## src/rtl/uart_pkt_tx.sv

```systemverilog
// Byte FIFO drained on command into framed UART packets: SOF, LEN, payload, CSUM.
// CSUM is the 8-bit modular sum of the payload bytes only.
module uart_pkt_tx #(
  parameter int unsigned FIFO_DEPTH   = 16,
  parameter int unsigned CLKS_PER_BIT = 16,
  parameter int unsigned PARITY       = 0,
  parameter int unsigned STOP_BITS    = 1,
  parameter logic [7:0]  SOF_BYTE     = 8'h7E
) (
  input  logic                              clk,
  input  logic                              rst,
  input  logic                              wr_en,
  input  logic [7:0]                        data_in,
  input  logic                              send,
  output logic                              tx_out,
  output logic                              fifo_full,
  output logic                              fifo_empty,
  output logic [$clog2(FIFO_DEPTH+1)-1:0]   fifo_count,
  output logic                              tx_busy,
  output logic                              pkt_done,
  output logic                              overflow
);

  localparam int unsigned AW    = $clog2(FIFO_DEPTH);
  localparam int unsigned CW    = $clog2(FIFO_DEPTH + 1);
  localparam int unsigned BW    = $clog2(CLKS_PER_BIT);
  localparam int unsigned NBITS = 10 + ((PARITY != 0) ? 1 : 0) + (STOP_BITS - 1);

  typedef enum logic [2:0] {StIdle, StSof, StLen, StPayload, StCsum, StDone} state_e;

  // ---------------- FIFO ----------------
  logic [7:0]    mem [FIFO_DEPTH];
  logic [AW-1:0] wr_ptr_q, rd_ptr_q;
  logic [CW-1:0] count_q;
  logic          overflow_q;
  logic          push, pop;
  logic [7:0]    rd_data;

  assign fifo_full  = (count_q == CW'(FIFO_DEPTH));
  assign fifo_empty = (count_q == '0);
  assign fifo_count = count_q;
  assign overflow   = overflow_q;
  assign push       = wr_en && !fifo_full;
  assign rd_data    = mem[rd_ptr_q];

  always_ff @(posedge clk) begin
    if (push) mem[wr_ptr_q] <= data_in;
  end

  always_ff @(posedge clk or posedge rst) begin
    if (rst) begin
      wr_ptr_q   <= '0;
      rd_ptr_q   <= '0;
      count_q    <= '0;
      overflow_q <= 1'b0;
    end else begin
      if (push) wr_ptr_q <= wr_ptr_q + AW'(1);
      if (pop)  rd_ptr_q <= rd_ptr_q + AW'(1);
      count_q    <= count_q + CW'(push) - CW'(pop);
      // Full rejects the write even if a pop frees a slot this cycle.
      overflow_q <= wr_en && fifo_full;
    end
  end

  // ---------------- Serializer ----------------
  logic          load;
  logic [7:0]    load_byte;
  logic [11:0]   frame;
  logic [11:0]   sh_q;
  logic [3:0]    left_q;
  logic [BW-1:0] baud_q;
  logic          active_q, tx_q;
  logic          baud_last, ser_ready;

  assign baud_last = (baud_q == BW'(CLKS_PER_BIT - 1));
  // Ready on the last cycle of the final stop bit so frames run back-to-back.
  assign ser_ready = !active_q || (baud_last && (left_q == 4'd0));
  assign tx_out    = tx_q;

  always_comb begin
    frame      = '1;
    frame[0]   = 1'b0;
    frame[8:1] = load_byte;
    if (PARITY != 0) frame[9] = (PARITY == 1) ? ^load_byte : ~^load_byte;
  end

  always_ff @(posedge clk or posedge rst) begin
    if (rst) begin
      sh_q     <= '0;
      left_q   <= '0;
      baud_q   <= '0;
      active_q <= 1'b0;
      tx_q     <= 1'b1;
    end else if (load) begin
      tx_q     <= 1'b0;
      sh_q     <= frame >> 1;
      left_q   <= 4'(NBITS - 1);
      baud_q   <= '0;
      active_q <= 1'b1;
    end else if (active_q) begin
      if (baud_last) begin
        baud_q <= '0;
        if (left_q == 4'd0) begin
          active_q <= 1'b0;
          tx_q     <= 1'b1;
        end else begin
          tx_q   <= sh_q[0];
          sh_q   <= sh_q >> 1;
          left_q <= left_q - 4'd1;
        end
      end else begin
        baud_q <= baud_q + BW'(1);
      end
    end
  end

  // ---------------- Framing FSM ----------------
  state_e        state_q, state_d;
  logic [CW-1:0] len_q, rem_q;
  logic [7:0]    csum_q;
  logic          done_q;
  logic          accept, finish;

  assign tx_busy  = (state_q != StIdle);
  assign pkt_done = done_q;

  always_comb begin
    state_d   = state_q;
    load      = 1'b0;
    load_byte = SOF_BYTE;
    pop       = 1'b0;
    accept    = 1'b0;
    finish    = 1'b0;
    unique case (state_q)
      StIdle: begin
        if (send && !fifo_empty) begin
          accept  = 1'b1;
          state_d = StSof;
        end
      end
      StSof: begin
        if (ser_ready) begin
          load    = 1'b1;
          state_d = StLen;
        end
      end
      StLen: begin
        load_byte = 8'(len_q);
        if (ser_ready) begin
          load    = 1'b1;
          state_d = StPayload;
        end
      end
      StPayload: begin
        load_byte = rd_data;
        if (ser_ready) begin
          load = 1'b1;
          pop  = 1'b1;
          if (rem_q == CW'(1)) state_d = StCsum;
        end
      end
      StCsum: begin
        load_byte = csum_q;
        if (ser_ready) begin
          load    = 1'b1;
          state_d = StDone;
        end
      end
      StDone: begin
        if (ser_ready) begin
          finish  = 1'b1;
          state_d = StIdle;
        end
      end
      default: state_d = StIdle;
    endcase
  end

  always_ff @(posedge clk or posedge rst) begin
    if (rst) begin
      state_q <= StIdle;
      len_q   <= '0;
      rem_q   <= '0;
      csum_q  <= '0;
      done_q  <= 1'b0;
    end else begin
      state_q <= state_d;
      done_q  <= finish;
      if (accept) begin
        len_q  <= count_q;
        rem_q  <= count_q;
        csum_q <= '0;
      end
      if (pop) begin
        rem_q  <= rem_q - CW'(1);
        csum_q <= csum_q + rd_data;
      end
    end
  end

endmodule

```

## config.mk

```make
export PLATFORM = sky130hd
export DESIGN_NAME = uart_pkt_tx
export DESIGN_NICKNAME = d
export VERILOG_FILES = /design/src/rtl/uart_pkt_tx.sv
export SDC_FILE = /design/constraint.sdc
export NUM_CORES = 1
export LEC_CHECK = 0
export ABC_AREA = 1
export CORE_MARGIN = 4
export CORE_UTILIZATION = 65
export CTS_CLUSTER_DIAMETER = 120
export DETAILED_ROUTE_END_ITERATION = 8
export PLACE_DENSITY = 0.84
export SLEW_MARGIN = 20
export SYNTH_ARGS = -nofsm -noshare
export SYNTH_HDL_FRONTEND = slang
export SYNTH_SLANG_ARGS = --single-unit
```

## constraint.sdc

```tcl
create_clock -name clk -period 6 [get_ports clk]
set_input_delay 1.8 -clock clk [delete_from_list [all_inputs] [get_ports clk]]
set_output_delay 1.8 -clock clk [all_outputs]
set_load 0.01 [all_outputs]
```

==> results of run 1 <==
-- metrics by stage --
| stage | hold WS [ns] | instance area, um2 |
|---|---|---|
| after global placement | 0.4653 | 8728 |
| after global routing | 0.5154 | 9269 |
| after CTS | 0.5012 | 9264 |
| final | 0.4981 | 9269 |
| after detailed placement | 0.4883 | 8728 |
| after floorplan | 0.4495 | 8411 |
-- synthesized netlist by cell type --
library cell,instances,area (um2)
inv_2,5,18.77
xnor2_1,2,17.52
inv_1,92,345.3
a211oi_1,1,7.510
nor4_1,1,6.260
nand2_2,8,50.05
buf_6,1,11.26
nand2_1,120,450.4
nor2_1,109,409.1
nand2_4,1,11.26
o21ai_0,66,330.3
fa_1,2,40.04
and3_1,1,6.260
nand4_1,6,37.54
a21oi_1,22,110.1
a22oi_2,2,25.02
ha_1,22,275.3
o21ai_2,1,8.760
buf_4,3,22.52
nor2_4,1,11.26
o22ai_1,10,62.56
buf_1,1,3.750
dfstp_2,1,26.28
o21ai_4,1,16.27
o211ai_1,29,217.7
o21ai_1,5,25.02
nand3_2,1,10.01
a2bb2oi_1,1,8.760
clkinv_1,2,7.510
edfxtp_1,128,3844
buf_2,13,65.06
nor2_2,4,25.02
a31oi_1,1,6.260
nand3_1,50,250.2
clkbuf_1,9,33.78
o221ai_1,3,26.28
a21boi_0,1,7.510
dfrtp_1,56,1401
nor2_8,1,20.02
clkbuf_2,1,5.000
xor2_1,14,122.6
nor3_1,3,15.01
a21oi_4,1,16.27
-- registers in the layout, indices dropped and copies added (netlist names) --
| signal | flops |
|---|---|
| csum_q | 8 |
| fifo_count | 5 |
| rd_ptr_q | 4 |
| overflow | 1 |
| pkt_done | 1 |
| mem | 128 |
| left_q | 4 |
| active_q | 1 |
| state_q | 3 |
| tx_out | 1 |
| rem_q | 5 |
| sh_q | 11 |
| wr_ptr_q | 4 |
| baud_q | 4 |
| len_q | 5 |
-- cell type report --
| cell class | count | area share (%) |
|---|---|---|
| sequential | 185 | 56.88 |
| multi-input combinational | 490 | 28.39 |
| clock buffer | 18 | 4.630 |
| inverter | 99 | 4.009 |
| timing repair buffer | 25 | 2.619 |
| tap | 172 | 2.322 |
| clock inverter | 14 | 1.147 |
-- logic make-up (layout without fill, tap and decap cells) --
logic type | count (synthesis) | in the layout | share of synthesized area [%]
AO/OA/AOI/OAI | 144 | 144 | 10.32
XOR/XNOR | 16 | 16 | 1.666
adder cells (fa/ha/maj) | 24 | 24 | 3.749
buffers and inverters | 127 | 156 | 6.099
flip-flops | 185 | 185 | 62.67
AND/OR/NAND/NOR | 306 | 306 | 15.49
-- metal layers --
layer / global-route usage, % / vias to the layer above / part of all wire (%)
met4: 10.22 / 0 / 3.1
met1: 38.73 / 2826 / 41
li1: - / 2751 / -
met3: 5.107 / 49 / 8.1
met2: 41.09 / 294 / 47
met5: 0 / - / 0
-- worst min path at each step --
stage / start / end / slack (ns) / cells after the start
after floorplan: sh_q[6] / sh_q[6] / 0.45 / 2
after detailed placement: sh_q[10] / sh_q[10] / 0.49 / 2
after CTS: sh_q[7] / sh_q[7] / 0.50 / 2
after global routing: sh_q[10] / sh_q[10] / 0.52 / 2
after global placement: sh_q[10] / sh_q[10] / 0.47 / 2
final: sh_q[7] / sh_q[7] / 0.50 / 2
-- power by group --
group / leakage (nW) / total (mW) / switching [mW] / internal (mW)
sequential: 1.85 / 1.80 / 0.163 / 1.64
combinational: 1.64 / 1.54 / 1.02 / 0.519
clock: 0.256 / 1.02 / 0.452 / 0.564
-- critical path: cells and delay by family (launching register included) --
family,cells,cell delay (ns)
buf+inv,3,0.72
flops,1,0.43
fa+ha+maj,1,0.16
simple gates,1,0.15
==> impl_metrics.toml, run 1 <==
[outcome]
status = "complete, no violations"

[placement]
port_buffers = 22
dp.final_hpwl_um = 11960
placed_cells = 971
post-place-ws_ns = 2.060
routabilityCongestion = 0.9260

[timing]
finalSetupViolCount = 0
final.setup_skew_ns = 0.01440
layout_setup_ws_ns = 2.312
max_slew.worst_pin.slew_ns = 0.9842
grt_setup_unrepaired = "false"
slew_viol_final = 0
finalHoldViolations = 0
slew_headroom_pct = 33.88
fmax_ghz = 0.2711
min_period_ns = 3.688
fin_crit_sh_pct = 61.47
tns_ns = 0

[finish]
nets = 854
multiInputGateArea_um2 = 2631
seq_area_um2 = 5273
final_common_cell = "edfxtp_1"
drive_gt1_share_pct = 7.220
fin_util_pct = 73.45
antenna_cells = 0
final_cell_mix = "128 x edfxtp_1, 120 x nand2_1, 109 x nor2_1"
area_growth_pct = 10.21
fillers = 849
final_cells = 1003

[logic_synthesis]
avgSynthCellArea_um2 = 10.49
synth_seq_cells = 185
ys_types = 43
synth.net_count = 838
ys_warn_count = 0
yosysSeqAreaShare_pct = 62.67
syn_inst = 802
syn_area_um2 = 8411

[critical_path]
ff2ff_setup_slack_ns = 2.52
end_kind = "primary output"
ff2ff_path_depth = 15
cp_cell_sequence = "inv_1 > ha_1 > nand4_1 > inv_1 > clkdlybuf4s50_1"
worstReg2RegStart = "rd_ptr_q[1]"
cp-endpoint = "fifo_full"
cpPeakStageDelay_ns = 0.53
r2r_end = "csum_q[6]"
worstPathArrival_ns = 1.89
start_kind = "flop"
cp_common_cell = "inv_1"
worst-path-max-fanout = 4
crit_required_ns = 4.20
worst_path_max_delay_cell = "clkdlybuf4s50_1"
path_class = "reg -> out"
crit_start = "fifo_count[3]"

[global_route]
antenna_found_initial = 0
grt_pass1_vias = 5729
overflow = 0
grt_usage_pct = 26.82
grt_max_degree = 82
grt_first_pass_wirelength_um = 29980

[detailed_routing]
wl_per_cell_um = 18.56
antenna_left = 0
first_pass_iters = 6
via_per_inst = 5.902
vias = 5920
drtIter0Drc = 766
drc = 0
wl_um = 18610

[cts]
clk_pin_slew_ns = 0.06
post_cts_resized = 0
clk_latency_ns = 0.43
htreeDepth = 4
clk_path_buf_depth = 2
cts_tree = "yes"
ctsHoldBuffers = 0
cts_root_buf = "clkbuf_16"
post_cts_buffers = 0
cts.sinks = 185
cts_buffers = 17

[die]
core_um2 = 12620
start_util_pct = 66.65
row_count = 41
fp.dieH_um = 121.8
dieWidth_um = 121.8
die_area_um2 = 14820
io_pins = 23

[hold_path]
hp-class = "reg -> reg"

[run]
max_cap_violations = 0

[power]
ir_worst_vdd_uv = 323.8
p_leak_nw = 3.748
fin_total_pwr_mw = 4.362
power_density_nw_per_um2 = 470.7
Note: power is estimated with default switching activity, not from simulation.
==> run 2: changes to the inputs <==
- CORE_UTILIZATION: 65 -> 62
- PLACE_DENSITY: 0.84 -> 0.81
- clock period: 6 -> 3.6 ns (I/O delays scaled with it)
==> impl_metrics.toml, run 2 (same netlist as run 1, synthesis figures left out) <==
[timing]
fin_crit_sh_pct = 83.34
fmax_ghz = 0.3333
max_slew.worst_pin.slew_ns = 0.8463
tns_ns = 0
grt_setup_unrepaired = "false"
finalHoldViolations = 0
slew_viol_final = 0
slew_headroom_pct = 43.50
min_period_ns = 3.000
final.setup_skew_ns = 0.01564
finalSetupViolCount = 0

[critical_path]
r2r_end = "csum_q[6]"
start_kind = "flop"
end_kind = "flop"
crit_start = "rd_ptr_q[0]"
ff2ff_path_depth = 16
worst-path-max-fanout = 50
cpPeakStageDelay_ns = 0.43
path_class = "reg -> reg"
ff2ff_setup_slack_ns = 0.60
worst_path_max_delay_cell = "fa_1"
cp_cell_sequence = "inv_2 > nor2_1 > nor2_1 > o21ai_0 > o211ai_1 > nand3_1 > nand2_1 > ha_1 > fa_1 > nand3_1 > nand3_1 > nand2_1 > nand2_1 > a21oi_1 > xor2_1 > o22ai_1"
worstPathArrival_ns = 3.29
worstReg2RegStart = "rd_ptr_q[0]"
crit_required_ns = 3.89

[finish]
area_growth_pct = 11.08
antenna_cells = 0
reg_top3 = "mem: 128 flops, sh_q: 11 flops, csum_q: 8 flops"
final_cells = 1015
top_register = "mem"
nets = 862
largest_reg_flops = 128
stdcell_area_um2 = 9343
drive_gt1_share_pct = 8.105
fin_util_pct = 70.55
final_cell_mix = "128 x edfxtp_1, 120 x nand2_1, 109 x nor2_1"
final_common_cell = "edfxtp_1"

[cts]
clk_pin_slew_ns = 0.07
clk_latency_ns = 0.43
cts_tree = "yes"
ctsHoldBuffers = 0
cts_buffers = 17
cts.sinks = 185
htreeDepth = 4
post_cts_resized = 0
post_cts_buffers = 0
cts_root_buf = "clkbuf_16"
clk_path_buf_depth = 2

[power]
ir_worst_vdd_uv = 680.6
power_density_nw_per_um2 = 776.2
p_leak_nw = 3.798
fin_total_pwr_mw = 7.252

[die]
start_util_pct = 63.51
core_um2 = 13240
io_pins = 23
die_area_um2 = 15490
row_count = 42
fp.dieH_um = 124.5
dieWidth_um = 124.5

[placement]
dp.final_hpwl_um = 12080
place_area_um2 = 8806
routabilityCongestion = 0.8903
port_buffers = 22
placed_cells = 983

[global_route]
grt_first_pass_wirelength_um = 29940
overflow = 0
grt_pass1_vias = 5675
grt_max_degree = 82
grt_usage_pct = 24.28
antenna_found_initial = 0

[detailed_routing]
vias = 5931
drtIter0Drc = 669
first_pass_iters = 6
antenna_left = 0
wl_per_cell_um = 18.11
wl_um = 18390
drc = 0
via_per_inst = 5.843

[outcome]
status = "complete, no violations"

[hold_path]
holdPathEnd = "sh_q[6]"
holdPathStages = 2
worstHoldStart = "sh_q[6]"
hp-class = "reg -> reg"

[run]
max_cap_violations = 0
==> run 2: worst max-delay path, delay by kind of cell, from the launching register on <==
| family | cells | cell delay [ns] |
|---|---|---|
| AO/OA/AOI/OAI | 4 | 0.49 |
| XOR/XNOR | 1 | 0.17 |
| adder cells (fa/ha/maj) | 2 | 0.66 |
| buffers and inverters | 1 | 0.31 |
| flip-flops | 1 | 0.39 |
| AND/OR/NAND/NOR | 8 | 0.81 |
==> run 2: power by group <==
| group | total, mW | internal (mW) | switching [mW] |
|---|---|---|---|
| Clock | 1.71 | 0.914 | 0.795 |
| Sequential | 2.99 | 2.73 | 0.260 |
| Combinational | 2.55 | 0.885 | 1.66 |
| Total | 7.25 | 4.53 | 2.72 |
==> run 2: worst max-delay path by stage <==
stage / slack [ns] / cells past startpoint / end
after floorplan: 1.07 / 10 / fifo_count[4]
after global placement: 0.46 / 11 / fifo_count[4]
after detailed placement: 0.44 / 11 / fifo_count[4]
after CTS: 0.59 / 5 / fifo_full
after global routing: 0.34 / 15 / csum_q[5]
final: 0.60 / 16 / csum_q[6]
==> run 2: area by class of cell <==
cell class	instances	area [um2]
clock buffer	21	450.4
clock inverter	11	86.33
fill	959	3900
inverter	99	371.6
multi-input combinational	490	2626
sequential	185	5273
tap	176	220.2
timing repair buffer	33	315.3
==> run 2: layer usage <==
layer  vias to the layer above  share of wire [%]  track usage (%)  wire [um]
met3                        31                7.7            4.031       1411
li1                       2773                  -                -          -
met2                       268                 47            36.16       8719
met5                         -                  0                0          0
met4                         0                1.9            8.511        349
met1                      2859                 43            36.54       7904
==> run 2: metrics by stage <==
stage / setup slack [ns] / hold slack, ns
2_1_floorplan: 1.069 / 0.4495
3_3_place_gp: 0.4579 / 0.4683
3_5_place_dp: 0.4380 / 0.4704
4_1_cts: 0.5902 / 0.4882
5_1_grt: 0.3415 / 0.5051
6_report: 0.5998 / 0.4885
